[src/rtl/cgra_config_loader.sv]
// Drives the serial CGRA configurator and deserializes its bitstream into one
// parallel configuration word, committed only after a clean done handshake.
module cgra_config_loader #(
  parameter int TOTAL_NUM_BITS = 285,
  parameter int DONE_TIMEOUT   = 16
) (
  input  logic                      clock,
  input  logic                      reset_n,
  input  logic                      start,
  input  logic                      hold,
  input  logic                      cfg_bitstream,
  input  logic                      cfg_done,
  output logic                      cfg_enable,
  output logic                      cfg_sync_reset,
  output logic [TOTAL_NUM_BITS-1:0] config_word,
  output logic                      config_valid,
  output logic                      busy,
  output logic                      error
);

  localparam int CW = $clog2(TOTAL_NUM_BITS + 1);
  localparam int TW = $clog2(DONE_TIMEOUT + 1);
  localparam logic [CW-1:0] NBITS = CW'(TOTAL_NUM_BITS);
  localparam logic [CW-1:0] LAST  = CW'(TOTAL_NUM_BITS - 1);
  localparam logic [TW-1:0] TLAST = TW'(DONE_TIMEOUT - 1);

  typedef enum logic [2:0] {
    IDLE,
    RESTART,
    SHIFT,
    WAIT_DONE,
    FAULT
  } state_t;

  state_t                    state;
  state_t                    next_state;
  logic [CW-1:0]             issued;
  logic [CW-1:0]             received;
  logic [TW-1:0]             wait_cnt;
  logic [TOTAL_NUM_BITS-1:0] sr;
  logic                      en_q;
  logic                      launch;
  logic                      capture;
  logic                      commit;

  // Bits arrive one cycle after the enable that requested them, so capture follows en_q.
  always_comb begin
    next_state     = state;
    cfg_enable     = 1'b0;
    cfg_sync_reset = 1'b0;
    busy           = 1'b0;
    launch         = 1'b0;
    capture        = 1'b0;
    commit         = 1'b0;
    case (state)
      IDLE, FAULT: begin
        if (start) begin
          launch     = 1'b1;
          next_state = RESTART;
        end
      end
      RESTART: begin
        busy           = 1'b1;
        cfg_sync_reset = 1'b1;
        next_state     = SHIFT;
      end
      SHIFT: begin
        busy       = 1'b1;
        cfg_enable = (issued < NBITS) && !hold;
        capture    = en_q;
        if (cfg_done) begin
          next_state = FAULT;
        end else if (en_q && (received == LAST)) begin
          next_state = WAIT_DONE;
        end
      end
      WAIT_DONE: begin
        busy = 1'b1;
        if (cfg_done) begin
          commit     = 1'b1;
          next_state = IDLE;
        end else if (wait_cnt == TLAST) begin
          next_state = FAULT;
        end
      end
      default: next_state = IDLE;
    endcase
  end

  always_ff @(posedge clock or negedge reset_n) begin
    if (!reset_n) begin
      state        <= IDLE;
      issued       <= '0;
      received     <= '0;
      wait_cnt     <= '0;
      sr           <= '0;
      en_q         <= 1'b0;
      config_word  <= '0;
      config_valid <= 1'b0;
      error        <= 1'b0;
    end else begin
      state <= next_state;
      en_q  <= cfg_enable;
      if (launch) begin
        issued       <= '0;
        received     <= '0;
        config_valid <= 1'b0;
        error        <= 1'b0;
      end
      if (cfg_enable) begin
        issued <= issued + 1'b1;
      end
      if (capture) begin
        sr       <= {sr[TOTAL_NUM_BITS-2:0], cfg_bitstream};
        received <= received + 1'b1;
      end
      // Timeout count restarts on every entry into WAIT_DONE.
      if (state == WAIT_DONE) begin
        wait_cnt <= wait_cnt + 1'b1;
      end else begin
        wait_cnt <= '0;
      end
      if (commit) begin
        config_word  <= sr;
        config_valid <= 1'b1;
      end
      if ((next_state == FAULT) && (state != FAULT)) begin
        error <= 1'b1;
      end
    end
  end

endmodule

[config.mk]
export PLATFORM = sky130hd
export DESIGN_NAME = cgra_config_loader
export DESIGN_NICKNAME = d
export VERILOG_FILES = /design/src/rtl/cgra_config_loader.sv
export SDC_FILE = /design/constraint.sdc
export NUM_CORES = 1
export LEC_CHECK = 0
export CAP_MARGIN = 20
export CORE_MARGIN = 1.5
export CORE_UTILIZATION = 60
export CTS_CLUSTER_DIAMETER = 30
export CTS_CLUSTER_SIZE = 10
export DETAILED_ROUTE_END_ITERATION = 6
export DONT_BUFFER_PORTS = 1
export HOLD_SLACK_MARGIN = 0.15
export PLACE_DENSITY = 0.76
export SLEW_MARGIN = 40
export SYNTH_ARGS = -nofsm -noshare
export SYNTH_HDL_FRONTEND = slang
export SYNTH_SLANG_ARGS = --single-unit
[constraint.sdc]
create_clock -name clock -period 2.7 [get_ports clock]
set_input_delay 0.27 -clock clock [delete_from_list [all_inputs] [get_ports clock]]
set_output_delay 0.27 -clock clock [all_outputs]
set_load 0.02 [all_outputs]
After elaboration in Yosys (flattened, before gate mapping)
Index checks and enable logic that the tools add are counted.
- register bits after elaboration: 599
- word-level logic and storage cells: 53
- bits of input ports: 6
- mux-type cells: 21
- order comparisons: 1
- add/subtract/negate cells: 3
- eq/ne operators: 8
- reduce and logical (&&, ||, !) cells: 11
- operator list (kind ; count):
    $mux W9 ; 3
    $add A9 B1 Y9 const B ; 2
    $mux W3 ; 5
    $pmux W3 S4 ; 1
    $mux W1 ; 11
    $eq A9 B9 Y1 const B ; 1
    $lt A9 B9 Y1 const B ; 1
    $reduce_bool A2 Y1 ; 4
    $eq A3 B2 Y1 const B ; 2
    $eq A3 B3 Y1 const B ; 2
    $add A5 B1 Y5 const B ; 1
    $eq A5 B4 Y1 const B ; 1
    $mux W5 ; 1
    $eq A3 B1 Y1 const B ; 1
    $logic_and A1 B1 Y1 ; 3
    $logic_not A3 Y1 ; 1
    $ne A3 B3 Y1 const B ; 1
    $reduce_or A3 Y1 ; 1
    $reduce_or A2 Y1 ; 1
    $logic_not A1 Y1 ; 1

Logic depth before layout (Yosys ltp)
- depth in word-level cells: 8
- depth in mapped cells: 7
- mapped depth without buffers: 7

Worst setup path after synthesis
Ideal clock, no wire load.
- kind: reg2reg
- start: register issued[6]
- end: register issued[3]
- arrival: 1527 ps
- slack: 1047 ps
- cell stages (with the launch flop): 6
- path buffers: 0
- data required time: 2574 ps
- path through: dfrtp_1 > o31ai_1 > o211ai_4 > inv_6 > nor2_4 > a221o_1
- longest elaborated chain between the ends: 4
- elaborated cells between the ends (all ways): 5
- RTL lines (item ; line ; RTL):
    start, declared ; 37 ; logic [CW-1:0] issued;
    start signal, assigned ; 111 ; issued <= issued + 1'b1;
    $lt A9 B9 Y1 (*) ; 69 ; cfg_enable = (issued < NBITS) && !hold;
    $logic_and A1 B1 Y1 (*) ; 69 ;
    $mux W1 (*) ; 55 ; case (state)
    net cfg_enable ; 13 ; output logic cfg_enable,
    $mux W9 or $reduce_bool A2 Y1 (tied branches) ; -- ;
Mark *: on every way through the listed nets, which the timed path passes. The rest lies on a longest branch.
A chain may end at the register's enable or synchronous reset.

Worst setup path in the final report
- start: register state[1]
- end: register config_word[199]
- longest elaborated chain between the ends: 2
- RTL lines (item ; line ; RTL):
    start, declared ; 35 ; state_t state;
    start signal, assigned ; 102 ; state <= next_state;
    $eq A3 B2 Y1 ; 55 ;
    $mux W1 ; 55 ;
    end signal, assigned ; 124 ; config_word <= sr;
    end, declared ; 15 ; output logic [TOTAL_NUM_BITS-1:0] config_word,
Every way passes these cells.

==> flow_metrics.py <==
metrics = {
    "die": {
        "ioPinCount": 296,
        "initial_core_util_pct": 60.7,
        "core-area_mm2": 0.0374,
        "die_area_mm2": 0.0390,
        "die-height_um": 197,
        "row_count": 71,
        "die-width_um": 197,
    },
    "critical_path": {
        "timing_worst_setup_path_type": "reg -> reg",
        "worst-endpoint-required_ps": 3180,
        "worst_path_max_delay_cell": "dfrtp_1",
        "timing.critical_path.to_type": "flop",
        "path_delay_family": "simple AND/OR/NAND/NOR gates",
        "cp.buffers_inverters": 1,
        "worst_r2r_path_depth": 4,
        "reg2reg_from": "state[1]",
        "crit_path_max_incr_delay_ps": 550,
        "worst-path-max-fanout": 118,
        "start_kind": "flop",
        "cp_cell_sequence": "nor2b_4 -> nand3_4 -> buf_12 -> mux2_2",
        "r2r_end": "config_word[199]",
        "setup.reg_to_reg.worst_slack_ps": 390,
        "worst_ep_arrival_time_ps": 2800,
    },
    "routing": {
        "post_drt_wl_per_cell_um": 18.3,
        "ant_nets": 0,
        "postRouteWirelength_um": 47400,
        "dr.pass1.iters": 5,
        "routed-via-count": 13900,
        "drt-initial-drc-count": 933,
        "detail_route.vias_per_cell": 5.35,
        "route.detailed.drc": 0,
    },
    "job": {
        "max-cap-violations": 0,
    },
    "cells_and_area": {
        "layout-area-overhead-vs-synth_pct": 19.6,
        "final_layout_size_suffix_gt1_share_pct": 23.6,
        "final-instance-count-excl-fill": 2596,
        "diodes": 0,
        "mostFrequentLayoutCells": "876 x nand2_1, 599 x dfrtp_1, 265 x mux2_2, 113 x clkbuf_16, 27 x clkinv_2",
        "nets": 2003,
        "final_common_cell": "nand2_1",
    },
    "timing": {
        "skew_ps": 18.2,
        "worst_slew_pin_slew_ps": 1600,
        "final_max_slew_viol_count": 139,
        "relSlewSlack_pct": -6.66,
        "rsz_0062_raised_after_global_routing": "false",
        "hold_viol_final": 599,
        "portion_of_the_clock_cycle_consumed_by_the_worst_path_in_the_final_layout_pct": 85.6,
        "finalHoldWorstSlack_ps": -644,
        "timing.final.crit_period_ps": 2310,
        "setup_total_negative_slack_ps": 0,
        "setup-violations-final": 0,
        "clock.fmax_mhz": 433,
    },
    "clocking": {
        "clock-sinks": 599,
        "post_cts.resized_instances": 0,
        "cts_setup_buffers": 0,
        "cts_h_tree_lvls": 3,
        "cts-buffers-inserted": 111,
        "root_buffer": "clkbuf_16",
        "clockBufferDepth": 3,
        "clock_latency_ps": 620,
        "cts.hold.buffers_added": 5,
        "cts_tree": "built",
        "clk_pin_slew_worst_paths_ps": 50,
    },
    "placement": {
        "place.gp.congestion": 0.769,
        "dp_hpwl_um": 26100,
        "post-place-cells": 2385,
        "port_buffer_count": 0,
    },
    "grt": {
        "gr-usage-all-layers_pct": 24.8,
        "antenna_found_initial": 0,
        "vias_in_the_first_global_route": 14500,
        "grt.overflow.total": 0,
        "pin_count_of_the_biggest_net_entering_global_routing": 600,
        "global_route_wire_length_before_repair_um": 77200,
    },
    "run_status": {
        "violated_checks": "hold timing, slew limit",
        "outcome": "finished, violations left",
    },
    "pwr": {
        "irDropWorstVdd_uv": 634,
        "power.density_cell_area_mw_per_mm2": 925,
        "total_power_w": 0.0251,
        "p_leak_nw": 14.9,
    },
    "yosys": {
        "mappedNetlistNets": 1961,
        "syn_area_mm2": 0.0227,
        "netlist-cell-type-count": 43,
        "post_synth.cell_area_avg_um2": 11.6,
        "warnings_synthesis": 0,
        "postSynthCellCount": 1950,
        "synth_seq_cells": 599,
        "synth_sequential_area_ratio_pct": 66.1,
    },
    "worst_hold_path": {
        "hold_path.class": "in -> async",
    },
}
worst max-delay path by stage:
| stage | slack [ps] | cells after the start | to | from |
|---|---|---|---|---|
| 2_1_floorplan | 1050 | 5 | issued[3] | issued[6] |
| 3_3_place_gp | 600 | 4 | config_word[131] | state[1] |
| 3_5_place_dp | 510 | 4 | config_word[199] | state[1] |
| 4_1_cts | 460 | 3 | cfg_enable | state[0] |
| 5_1_grt | 390 | 4 | config_word[140] | state[1] |
| 6_report | 390 | 4 | config_word[199] | state[1] |
registers in the layout (all words and copies together), names as in the netlist:
register and flops:
config_word 285, sr 285, issued 9, received 9, wait_cnt 5, state 3, config_valid 1, en_q 1
error 1
where the power goes:
group	switching, W	internal, W	leakage (nW)
registers	0.000216	0.00912	8.36
clock network	0.00456	0.00994	1.96
logic	0.000849	0.000424	4.55
total	0.00563	0.0195	14.9
stage by stage:
step / utilization, % / setup WS [ps] / area, um2
2_1_floorplan: - / 1050 / 22700
3_3_place_gp: 61.7 / 602 / 23100
3_5_place_dp: 61.7 / 505 / 23100
4_1_cts: 72.6 / 462 / 27100
5_1_grt: 72.6 / 393 / 27100
6_report: 72.6 / 389 / 27100
per-layer routing:
| metal | vias to the layer above | share of wire [%] | track usage [%] |
|---|---|---|---|
| met4 | 0 | 2.8 | 10.1 |
| met5 | - | 0 | 0 |
| met3 | 85 | 8.2 | 8.66 |
| met1 | 7021 | 39 | 30.1 |
| met2 | 376 | 50 | 40.7 |
| li1 | 6400 | - | - |
Yosys cell counts, drive strengths merged:
cell type  instances  area (um2)
o21ai              6        30.0
nand3              9        55.1
or4                1        7.51
mux2             285        3210
inv                5        23.8
ha                 5        62.6
o211ai             4        43.8
xor2               2        17.5
dfrtp            599       15000
and2               2        12.5
o41ai              1        8.76
o211a              1        10.0
nor2b              1        13.8
nand4bb            1        11.3
a221o              1        10.0
nand2b             1        6.26
nor2              12        52.6
buf               84         467
a211o              6        52.6
a21boi             1        7.51
or4b               1        10.0
nor3               5        25.0
xnor2              1        8.76
nor3b              4        30.0
and4bb             1        12.5
nand4              3        18.8
nor4               1        6.26
nand2            876        3290
o311ai             1        8.76
o31ai              4        30.0
mux2i              2        20.0
nor4b              1        23.8
and3               9        56.3
a22o               1        8.76
clkbuf            13        48.8
cells by family after synthesis:
| kind of cell | after synthesis | share of synthesized area (%) |
|---|---|---|
| AND/OR/NAND/NOR | 928 | 16.0 |
| flip-flops | 599 | 66.1 |
| XOR/XNOR | 3 | 0.116 |
| AO/OA/AOI/OAI | 26 | 0.927 |
| multiplexers | 287 | 14.2 |
| buffers and inverters | 102 | 2.38 |
| adder cells (fa/ha/maj) | 5 | 0.276 |
area by class of cell:
type	instances	area [um2]
flip-flops and latches	599	15000
well taps	511	639
repair buffers	26	295
fillers	2401	10300
clock inverters	69	932
inverters	5	23.8
clock buffers	137	3070
multi-input cells	1249	7190
worst reg2reg max path: stages, from the launching register on:
cell and delay (ps):
dfrtp_1 550, nor2b_4 290, nand3_4 330, buf_12 350
mux2_2 650
Power figures use the tool's default switching activity.
